===== config.mk =====
export PLATFORM = sky130hd
export DESIGN_NAME = load_store_unit_flat
export DESIGN_NICKNAME = d
export VERILOG_FILES = /design/src/rtl/rv32_mem_pkg.sv /design/src/rtl/load_store_unit_if.sv /design/src/rtl/lsu_align.sv /design/src/rtl/load_store_unit.sv /design/src/flat_wrapper.sv
export SDC_FILE = /design/constraint.sdc
export NUM_CORES = 1
export LEC_CHECK = 0
export CORE_UTILIZATION = 35
export CTS_BUF_LIST = sky130_fd_sc_hd__clkbuf_16
export CTS_CLUSTER_SIZE = 16
export DETAILED_ROUTE_END_ITERATION = 16
export PLACE_DENSITY = 0.63
export SETUP_SLACK_MARGIN = 0.2
export SYNTH_ARGS = -nofsm -noshare
export SYNTH_HDL_FRONTEND = slang
export SYNTH_HIERARCHICAL = 1
export SYNTH_SLANG_ARGS = --single-unit

===== constraint.sdc =====
create_clock -name clk -period 6.4 [get_ports clk]
set_input_delay 1.28 -clock clk [delete_from_list [all_inputs] [get_ports clk]]
set_output_delay 1.28 -clock clk [all_outputs]
set_load 0.005 [all_outputs]

===== src/rtl/rv32_mem_pkg.sv =====
// Shared RV32I memory-access definitions for the load/store path.
// funct3 size/sign codes, FSM state encoding and a legality helper.
package rv32_mem_pkg;

    localparam logic [2:0] F3_B  = 3'b000;
    localparam logic [2:0] F3_H  = 3'b001;
    localparam logic [2:0] F3_W  = 3'b010;
    localparam logic [2:0] F3_BU = 3'b100;
    localparam logic [2:0] F3_HU = 3'b101;

    typedef enum logic [1:0] {
        S_IDLE,
        S_BEAT0,
        S_BEAT1,
        S_RESP
    } lsu_state_e;

    // Stores only have signed-size codes; unsigned codes are load-only.
    function automatic logic f3_legal(input logic write, input logic [2:0] f3);
        logic ok;
        case (f3)
            F3_B, F3_H, F3_W: ok = 1'b1;
            F3_BU, F3_HU:     ok = !write;
            default:          ok = 1'b0;
        endcase
        return ok;
    endfunction

endpackage


===== src/rtl/load_store_unit_if.sv =====
// Core-request and data-memory bus bundle for the load/store unit.
// slave = the LSU view, master = the core/memory side.
interface load_store_unit_if #(
    parameter int ADDR_W = 32
);
    logic              req_valid;
    logic              req_ready;
    logic              req_write;
    logic [2:0]        req_funct3;
    logic [ADDR_W-1:0] req_addr;
    logic [31:0]       req_wdata;
    logic              resp_valid;
    logic [31:0]       resp_rdata;
    logic              resp_err;
    logic              mem_valid;
    logic              mem_ready;
    logic              mem_we;
    logic [ADDR_W-1:0] mem_addr;
    logic [3:0]        mem_wstrb;
    logic [31:0]       mem_wdata;
    logic [31:0]       mem_rdata;

    modport slave (
        input  req_valid, req_write, req_funct3, req_addr, req_wdata,
        input  mem_ready, mem_rdata,
        output req_ready, resp_valid, resp_rdata, resp_err,
        output mem_valid, mem_we, mem_addr, mem_wstrb, mem_wdata
    );

    modport master (
        output req_valid, req_write, req_funct3, req_addr, req_wdata,
        output mem_ready, mem_rdata,
        input  req_ready, resp_valid, resp_rdata, resp_err,
        input  mem_valid, mem_we, mem_addr, mem_wstrb, mem_wdata
    );

endinterface


===== src/rtl/lsu_align.sv =====
// Byte-lane alignment: store strobes/shift over an 8-byte window,
// load extraction from two words and sign/zero extension.
module lsu_align
    import rv32_mem_pkg::*;
(
    input  logic [2:0]  funct3,
    input  logic [1:0]  offset,
    input  logic [31:0] wdata,
    input  logic [63:0] rdata,
    output logic [7:0]  strb,
    output logic [63:0] wdata_sh,
    output logic [31:0] rdata_ext,
    output logic        two_beat
);

    logic [3:0]  mask;
    logic [2:0]  nbytes;
    logic [31:0] word;

    // Size decode, lane placement and load extension.
    always_comb begin
        mask   = 4'b1111;
        nbytes = 3'd4;
        case (funct3[1:0])
            2'b00: begin
                mask   = 4'b0001;
                nbytes = 3'd1;
            end
            2'b01: begin
                mask   = 4'b0011;
                nbytes = 3'd2;
            end
            default: ;
        endcase
        strb     = {4'b0000, mask} << offset;
        wdata_sh = {32'h0, wdata} << {offset, 3'b000};
        two_beat = ({1'b0, offset} + nbytes) > 3'd4;
        word     = 32'(rdata >> {offset, 3'b000});
        case (funct3)
            F3_B:    rdata_ext = {{24{word[7]}}, word[7:0]};
            F3_H:    rdata_ext = {{16{word[15]}}, word[15:0]};
            F3_BU:   rdata_ext = {24'h0, word[7:0]};
            F3_HU:   rdata_ext = {16'h0, word[15:0]};
            default: rdata_ext = word;
        endcase
    end

endmodule


===== src/rtl/load_store_unit.sv =====
// RV32I load/store unit: one request at a time, split into one or
// two word beats when the access crosses a word boundary.
module load_store_unit
    import rv32_mem_pkg::*;
#(
    parameter int ADDR_W = 32
) (
    input logic               clk,
    input logic               rst,
    load_store_unit_if.slave  bus
);

    lsu_state_e        state_q, state_d;
    logic              wr_q;
    logic              err_q;
    logic [2:0]        f3_q;
    logic [ADDR_W-1:0] addr_q;
    logic [31:0]       wdata_q;
    logic [31:0]       rd0_q;
    logic [31:0]       rd1_q;

    logic              accept;
    logic              beat_done;
    logic [ADDR_W-1:0] word_addr;
    logic [7:0]        strb;
    logic [63:0]       wdata_sh;
    logic [31:0]       rdata_ext;
    logic              two_beat;

    assign accept    = bus.req_valid && bus.req_ready;
    assign beat_done = bus.mem_valid && bus.mem_ready;
    assign word_addr = {addr_q[ADDR_W-1:2], 2'b00};

    lsu_align u_align (
        .funct3    (f3_q),
        .offset    (addr_q[1:0]),
        .wdata     (wdata_q),
        .rdata     ({rd1_q, rd0_q}),
        .strb      (strb),
        .wdata_sh  (wdata_sh),
        .rdata_ext (rdata_ext),
        .two_beat  (two_beat)
    );

    // FSM state register.
    always_ff @(posedge clk or posedge rst) begin
        if (rst) state_q <= S_IDLE;
        else     state_q <= state_d;
    end

    // Capture the accepted request and the read words of each beat.
    always_ff @(posedge clk or posedge rst) begin
        if (rst) begin
            wr_q    <= 1'b0;
            err_q   <= 1'b0;
            f3_q    <= 3'b000;
            addr_q  <= '0;
            wdata_q <= 32'h0;
            rd0_q   <= 32'h0;
            rd1_q   <= 32'h0;
        end else begin
            if (accept) begin
                wr_q    <= bus.req_write;
                err_q   <= !f3_legal(bus.req_write, bus.req_funct3);
                f3_q    <= bus.req_funct3;
                addr_q  <= bus.req_addr;
                wdata_q <= bus.req_wdata;
                rd0_q   <= 32'h0;
                rd1_q   <= 32'h0;
            end
            if (beat_done && !wr_q) begin
                if (state_q == S_BEAT0) rd0_q <= bus.mem_rdata;
                else                    rd1_q <= bus.mem_rdata;
            end
        end
    end

    // Next state and all bus outputs; everything idles at zero.
    always_comb begin
        state_d        = state_q;
        bus.req_ready  = 1'b0;
        bus.resp_valid = 1'b0;
        bus.resp_err   = 1'b0;
        bus.resp_rdata = 32'h0;
        bus.mem_valid  = 1'b0;
        bus.mem_we     = 1'b0;
        bus.mem_addr   = '0;
        bus.mem_wstrb  = 4'b0000;
        bus.mem_wdata  = 32'h0;
        unique case (state_q)
            S_IDLE: begin
                bus.req_ready = !rst;
                if (bus.req_valid && !rst) begin
                    state_d = f3_legal(bus.req_write, bus.req_funct3)
                            ? S_BEAT0 : S_RESP;
                end
            end
            S_BEAT0: begin
                bus.mem_valid = 1'b1;
                bus.mem_we    = wr_q;
                bus.mem_addr  = word_addr;
                bus.mem_wstrb = wr_q ? strb[3:0] : 4'b0000;
                bus.mem_wdata = wr_q ? wdata_sh[31:0] : 32'h0;
                if (bus.mem_ready) state_d = two_beat ? S_BEAT1 : S_RESP;
            end
            S_BEAT1: begin
                bus.mem_valid = 1'b1;
                bus.mem_we    = wr_q;
                bus.mem_addr  = word_addr + ADDR_W'(4);
                bus.mem_wstrb = wr_q ? strb[7:4] : 4'b0000;
                bus.mem_wdata = wr_q ? wdata_sh[63:32] : 32'h0;
                if (bus.mem_ready) state_d = S_RESP;
            end
            S_RESP: begin
                bus.resp_valid = 1'b1;
                bus.resp_err   = err_q;
                bus.resp_rdata = (wr_q || err_q) ? 32'h0 : rdata_ext;
                state_d        = S_IDLE;
            end
            default: state_d = S_IDLE;
        endcase
    end

endmodule


===== src/flat_wrapper.sv =====
// flat-port wrapper written by rule: the top's interface ports become plain ports
module load_store_unit_flat import rv32_mem_pkg::*;
#(
    parameter int ADDR_W = 32
)
  (clk, rst, bus_req_valid, bus_req_write, bus_req_funct3, bus_req_addr, bus_req_wdata, bus_mem_ready, bus_mem_rdata, bus_req_ready, bus_resp_valid, bus_resp_rdata, bus_resp_err, bus_mem_valid, bus_mem_we, bus_mem_addr, bus_mem_wstrb, bus_mem_wdata);
  load_store_unit_if #(.ADDR_W(ADDR_W)) bus_i ();
  input logic clk;
  input logic rst;
  input wire logic [$bits(bus_i.req_valid)-1:0] bus_req_valid;
  input wire logic [$bits(bus_i.req_write)-1:0] bus_req_write;
  input wire logic [$bits(bus_i.req_funct3)-1:0] bus_req_funct3;
  input wire logic [$bits(bus_i.req_addr)-1:0] bus_req_addr;
  input wire logic [$bits(bus_i.req_wdata)-1:0] bus_req_wdata;
  input wire logic [$bits(bus_i.mem_ready)-1:0] bus_mem_ready;
  input wire logic [$bits(bus_i.mem_rdata)-1:0] bus_mem_rdata;
  output wire logic [$bits(bus_i.req_ready)-1:0] bus_req_ready;
  output wire logic [$bits(bus_i.resp_valid)-1:0] bus_resp_valid;
  output wire logic [$bits(bus_i.resp_rdata)-1:0] bus_resp_rdata;
  output wire logic [$bits(bus_i.resp_err)-1:0] bus_resp_err;
  output wire logic [$bits(bus_i.mem_valid)-1:0] bus_mem_valid;
  output wire logic [$bits(bus_i.mem_we)-1:0] bus_mem_we;
  output wire logic [$bits(bus_i.mem_addr)-1:0] bus_mem_addr;
  output wire logic [$bits(bus_i.mem_wstrb)-1:0] bus_mem_wstrb;
  output wire logic [$bits(bus_i.mem_wdata)-1:0] bus_mem_wdata;
  assign bus_i.req_valid = bus_req_valid;
  assign bus_i.req_write = bus_req_write;
  assign bus_i.req_funct3 = bus_req_funct3;
  assign bus_i.req_addr = bus_req_addr;
  assign bus_i.req_wdata = bus_req_wdata;
  assign bus_i.mem_ready = bus_mem_ready;
  assign bus_i.mem_rdata = bus_mem_rdata;
  assign bus_req_ready = bus_i.req_ready;
  assign bus_resp_valid = bus_i.resp_valid;
  assign bus_resp_rdata = bus_i.resp_rdata;
  assign bus_resp_err = bus_i.resp_err;
  assign bus_mem_valid = bus_i.mem_valid;
  assign bus_mem_we = bus_i.mem_we;
  assign bus_mem_addr = bus_i.mem_addr;
  assign bus_mem_wstrb = bus_i.mem_wstrb;
  assign bus_mem_wdata = bus_i.mem_wdata;
  load_store_unit #(.ADDR_W(ADDR_W)) u_core (.clk(clk), .rst(rst), .bus(bus_i));
endmodule

After elaboration in Yosys (flattened, before gate mapping)
Cells that the tools add are included.
{"block": "op_classes", "n_addsub": 2, "n_eq_ne": 14, "magnitude_cmp": 1, "reduce_logical": 17, "n_shift": 3, "n_mux": 33}
{"operator": "$mux W32", "count": 10}
{"operator": "$pmux W32 S2", "count": 2}
{"operator": "$pmux W32 S4", "count": 1}
{"operator": "$shl A32 B5 Y64", "count": 1}
{"operator": "$shr A64 B5 Y32", "count": 1}
{"operator": "$add A32 B3 Y32 const B", "count": 1}
{"operator": "$pmux W4 S2", "count": 2}
{"operator": "$eq A3 B3 Y1 const B", "count": 4}
{"operator": "$mux W1", "count": 9}
{"operator": "$mux W2", "count": 4}
{"operator": "$mux W4", "count": 2}
{"operator": "$pmux W2 S4", "count": 1}
{"operator": "$shl A4 B2 Y8", "count": 1}
{"operator": "$eq A3 B1 Y1 const B", "count": 2}
{"operator": "$logic_not A3 Y1", "count": 2}
{"operator": "$pmux W3 S2", "count": 1}
{"operator": "$eq A2 B1 Y1 const B", "count": 2}
{"operator": "$eq A2 B2 Y1 const B", "count": 2}
{"operator": "$logic_and A1 B1 Y1", "count": 4}
{"operator": "$logic_not A1 Y1", "count": 4}
{"operator": "$logic_not A2 Y1", "count": 2}
{"operator": "$ne A2 B2 Y1 const B", "count": 2}
{"operator": "$reduce_or A2 Y1", "count": 2}
{"operator": "$add A2 B3 Y3", "count": 1}
{"operator": "7 further kinds", "count": 7}
{"block": "word_totals", "ff_bits": 135, "output_inout_bits": 105, "inputBits": 104, "wordCells": 78}

Logic depth before layout (Yosys ltp)
{"block": "depth", "word_depth": 8, "depth_mapped": 11, "depth_no_buf": 7}

Hierarchy
Netlist, hierarchy kept.
{"mod": "load_store_unit", "n_inst": 1, "cells_each": 616, "seq_area_each_um2": 3378.2, "area_per_inst_um2": 6696.4}
{"mod": "lsu_align", "n_inst": 1, "cells_each": 248, "seq_area_each_um2": 0.0, "area_per_inst_um2": 2079.5}

Worst setup path before layout
No wires, ideal clock.
{"block": "synth_path", "kind": "input to register", "from": "input rst", "to": "register u_core.state_q[0]", "setup_time_ns": 0.086, "path_stages": 5, "path_slack_ns": 1.545, "n_path_buf": 0, "arrival_ns": 4.769, "cell_sequence": "inv_1 nand2_1 a21oi_1 o21ai_0 a32oi_1"}
{"block": "synth_via", "elab_chain_cells": 4}
{"item": "from (decl)", "line_no": "flat_wrapper.sv:9", "source": "input logic rst;"}
{"item": "$logic_not A1 Y1 (no line)"}
{"item": "$logic_and A1 B1 Y1", "line_no": "load_store_unit.sv:93", "source": "if (bus.req_valid && !rst) begin"}
{"item": "$ne A2 B1 Y1 (no line)"}
{"item": "$reduce_and A3 Y1 (no line)"}
{"item": "to (signal assigned)", "line_no": "load_store_unit.sv:48", "source": "else state_q <= state_d;"}
{"item": "to (decl)", "line_no": "load_store_unit.sv:13", "source": "lsu_state_e state_q, state_d;"}
No other way between the ends.
A chain may end at the register's enable or synchronous reset.

Final worst setup path
{"block": "layout_path", "from": "register u_core.state_q[0]", "to": "output bus_mem_addr[21]"}
{"block": "layout_via", "elab_chain_cells": 2, "elab_cells_between_ends": 3, "cone_classes": "eq/ne (2); mux (1)"}
{"item": "$eq A2 B2 Y1 / $eq A2 B1 Y1 (equally long branches)", "line_no": "load_store_unit.sv:90", "source": "unique case (state_q)"}
{"item": "$pmux W32 S2 *", "line_no": "load_store_unit.sv:90"}
{"item": "to (decl)", "line_no": "flat_wrapper.sv:23", "source": "output wire logic [$bits(bus_i.mem_addr)-1:0] bus_mem_addr;"}
Mark *: on every way between the ends. The rest lies on a longest branch, timed or not.

==> flow_summary.ini <==
[status]
status = complete, no violations

[place]
gp_congestion = 0.8455
portBuffers = 206
placed_cells = 1303
post-dp-hpwl_um = 16910
placed_cell_area_um2 = 10680

[clock_tree]
clk_latency_ns = 0.42
cts_made_buffers = 17
htree_levels = 4
clock-sinks = 127
cts_resized = 0
cts_root_buf = clkbuf_16
cts_hold_buf = 0
cts_setup_buffers = 0
clock_tree.buffer_depth = 2
clk_pin_slew_ns = 0.06
cts_tree = built

[power_and_ir_drop]
total_power_uw = 5529
powerDensity_nw_per_um2 = 490.6
peakVddDrop_v = 0.0001805
leakagePower_uw = 0.004559

[sta]
layout_min_cycle_time_ns = 4.935
setup_viol = 0
final.setup.tns_ns = 0
rsz0062_at_grt = false
hold_viol = 0
finalMaxSlewViolations = 0
period_share_pct = 77.11
max_freq_mhz = 202.6
slew-limit-headroom_pct = 29.43
skew_ns = 0.01485
worst_pin_slew_ns = 1.059

[route]
dr.pass1.iters = 5
remaining_drc_errors = 0
wl_um = 25210
antenna_left = 0
drtIter0Drc = 493
num_vias = 7372
avgViaCountPerCell = 5.518
wl_per_cell_um = 18.87

[worst_setup_path]
endpoint_kind = primary output
critical_path.max_fanout = 50
crit_start = u_core/state_q[0]$_DFFE_PP0P_
crit_arrival_ns = 3.66
timing.rr.start = u_core/state_q[1]$_DFFE_PP0P_
cp-start-kind = register
required_ns = 5.12
worstSetupPathType = reg -> out

[worst_hold_path]
min_from = u_core/rd1_q[19]$_DFF_PP0_
hold_class = reg -> reg

[logic_synthesis]
synth_warnings = 6
synthCells = 848
syn_avg_cell_area_um2 = 10.03
syn_area_um2 = 8506

[finish]
layout_commonest_cell = clkdlybuf4s50_1
drive_above_1_share_pct = 17.32
final_cell_mix = 206 x clkdlybuf4s50_1, 125 x dfrtp_1, 76 x mux2_2, 67 x nor2_1, 64 x a22o_1
syn2layout_area_growth_pct = 32.51
final_cells = 1336
design_area_um2 = 11270
nets = 1116
fin_util_pct = 47.59

[job]
maxCapViolCount = 0

[floorplanning]
die_area_um2 = 24930
coreArea_um2 = 23680
ios = 209
die_w_um = 157.9
die_h_um = 157.9
initial_core_util_pct = 35.92
rows = 56

[global_routing]
antenna_found_initial = 0
grt_usage_pct = 20.65
grt.overflow.total = 0
grt_max_degree = 84
grt_pass1_wl_um = 39510
grt_pass1_vias = 6947
## cell type report
class,count,area [um2]
Multi-Input combinational cell,631,4916
Timing Repair Buffer,217,2145
Inverter,9,36.28
Fill cell,2271,12410
Antenna cell,1,2.502
Sequential cell,127,3186
Clock inverter,15,161.4
Clock buffer,17,425.4
Tap cell,319,399.1
## final timing paths
kind                                                 end  slack (ns)  cells after the start
max                                     bus_mem_addr[21]        1.46                      6
min                           u_core/rd1_q[19]$_DFF_PP0_        0.50                      1
max reg2reg                   u_core/rd0_q[13]$_DFF_PP0_        3.03                      8
min reg2reg                   u_core/rd1_q[19]$_DFF_PP0_        0.50                      1
max in group asynchronous      u_core/rd1_q[5]$_DFF_PP0_        3.59                      3
min in group asynchronous  u_core/addr_q[22]$_DFFE_PP0P_        1.37                      2
## power breakdown
group	total, uW	internal (uW)	switching (uW)
clock network	967	579	389
logic	2790	1510	1280
registers	1770	1190	589
total	5530	3270	2260
## metal layers
layer	vias to the layer above	global-route usage [%]	wire, um
met4	0	5.733	407
li1	3431	-	-
met3	26	3.969	1697
met2	330	32.12	11560
met1	3585	29.11	11550
met5	-	0	0
## worst max-delay path, stage by stage, from the launching register on
cell             delay, ns
dfrtp_1               0.40
inv_1                 0.15
ha_2                  0.90
nand2_1               0.66
nor4_1                0.47
a211o_1               0.15
clkdlybuf4s50_1       0.51
## per-stage QoR
stage / hold WS (ns) / setup WS, ns
global placement: 0.4791 / 1.953
global route: 0.5075 / 1.226
detailed placement: 0.4780 / 1.973
floorplan: 0.4607 / 1.716
finish: 0.4984 / 1.465
CTS: 0.4991 / 1.501
## registers in the layout, indices dropped and copies added, names as in the netlist
name and flops:
u_core/addr_q 32, u_core/state_q 2, u_core/rd0_q 32, u_core/err_q 1, u_core/rd1_q 24, u_core/wdata_q 32
u_core/f3_q 3, u_core/wr_q 1
Power figures use the tool's default switching activity.
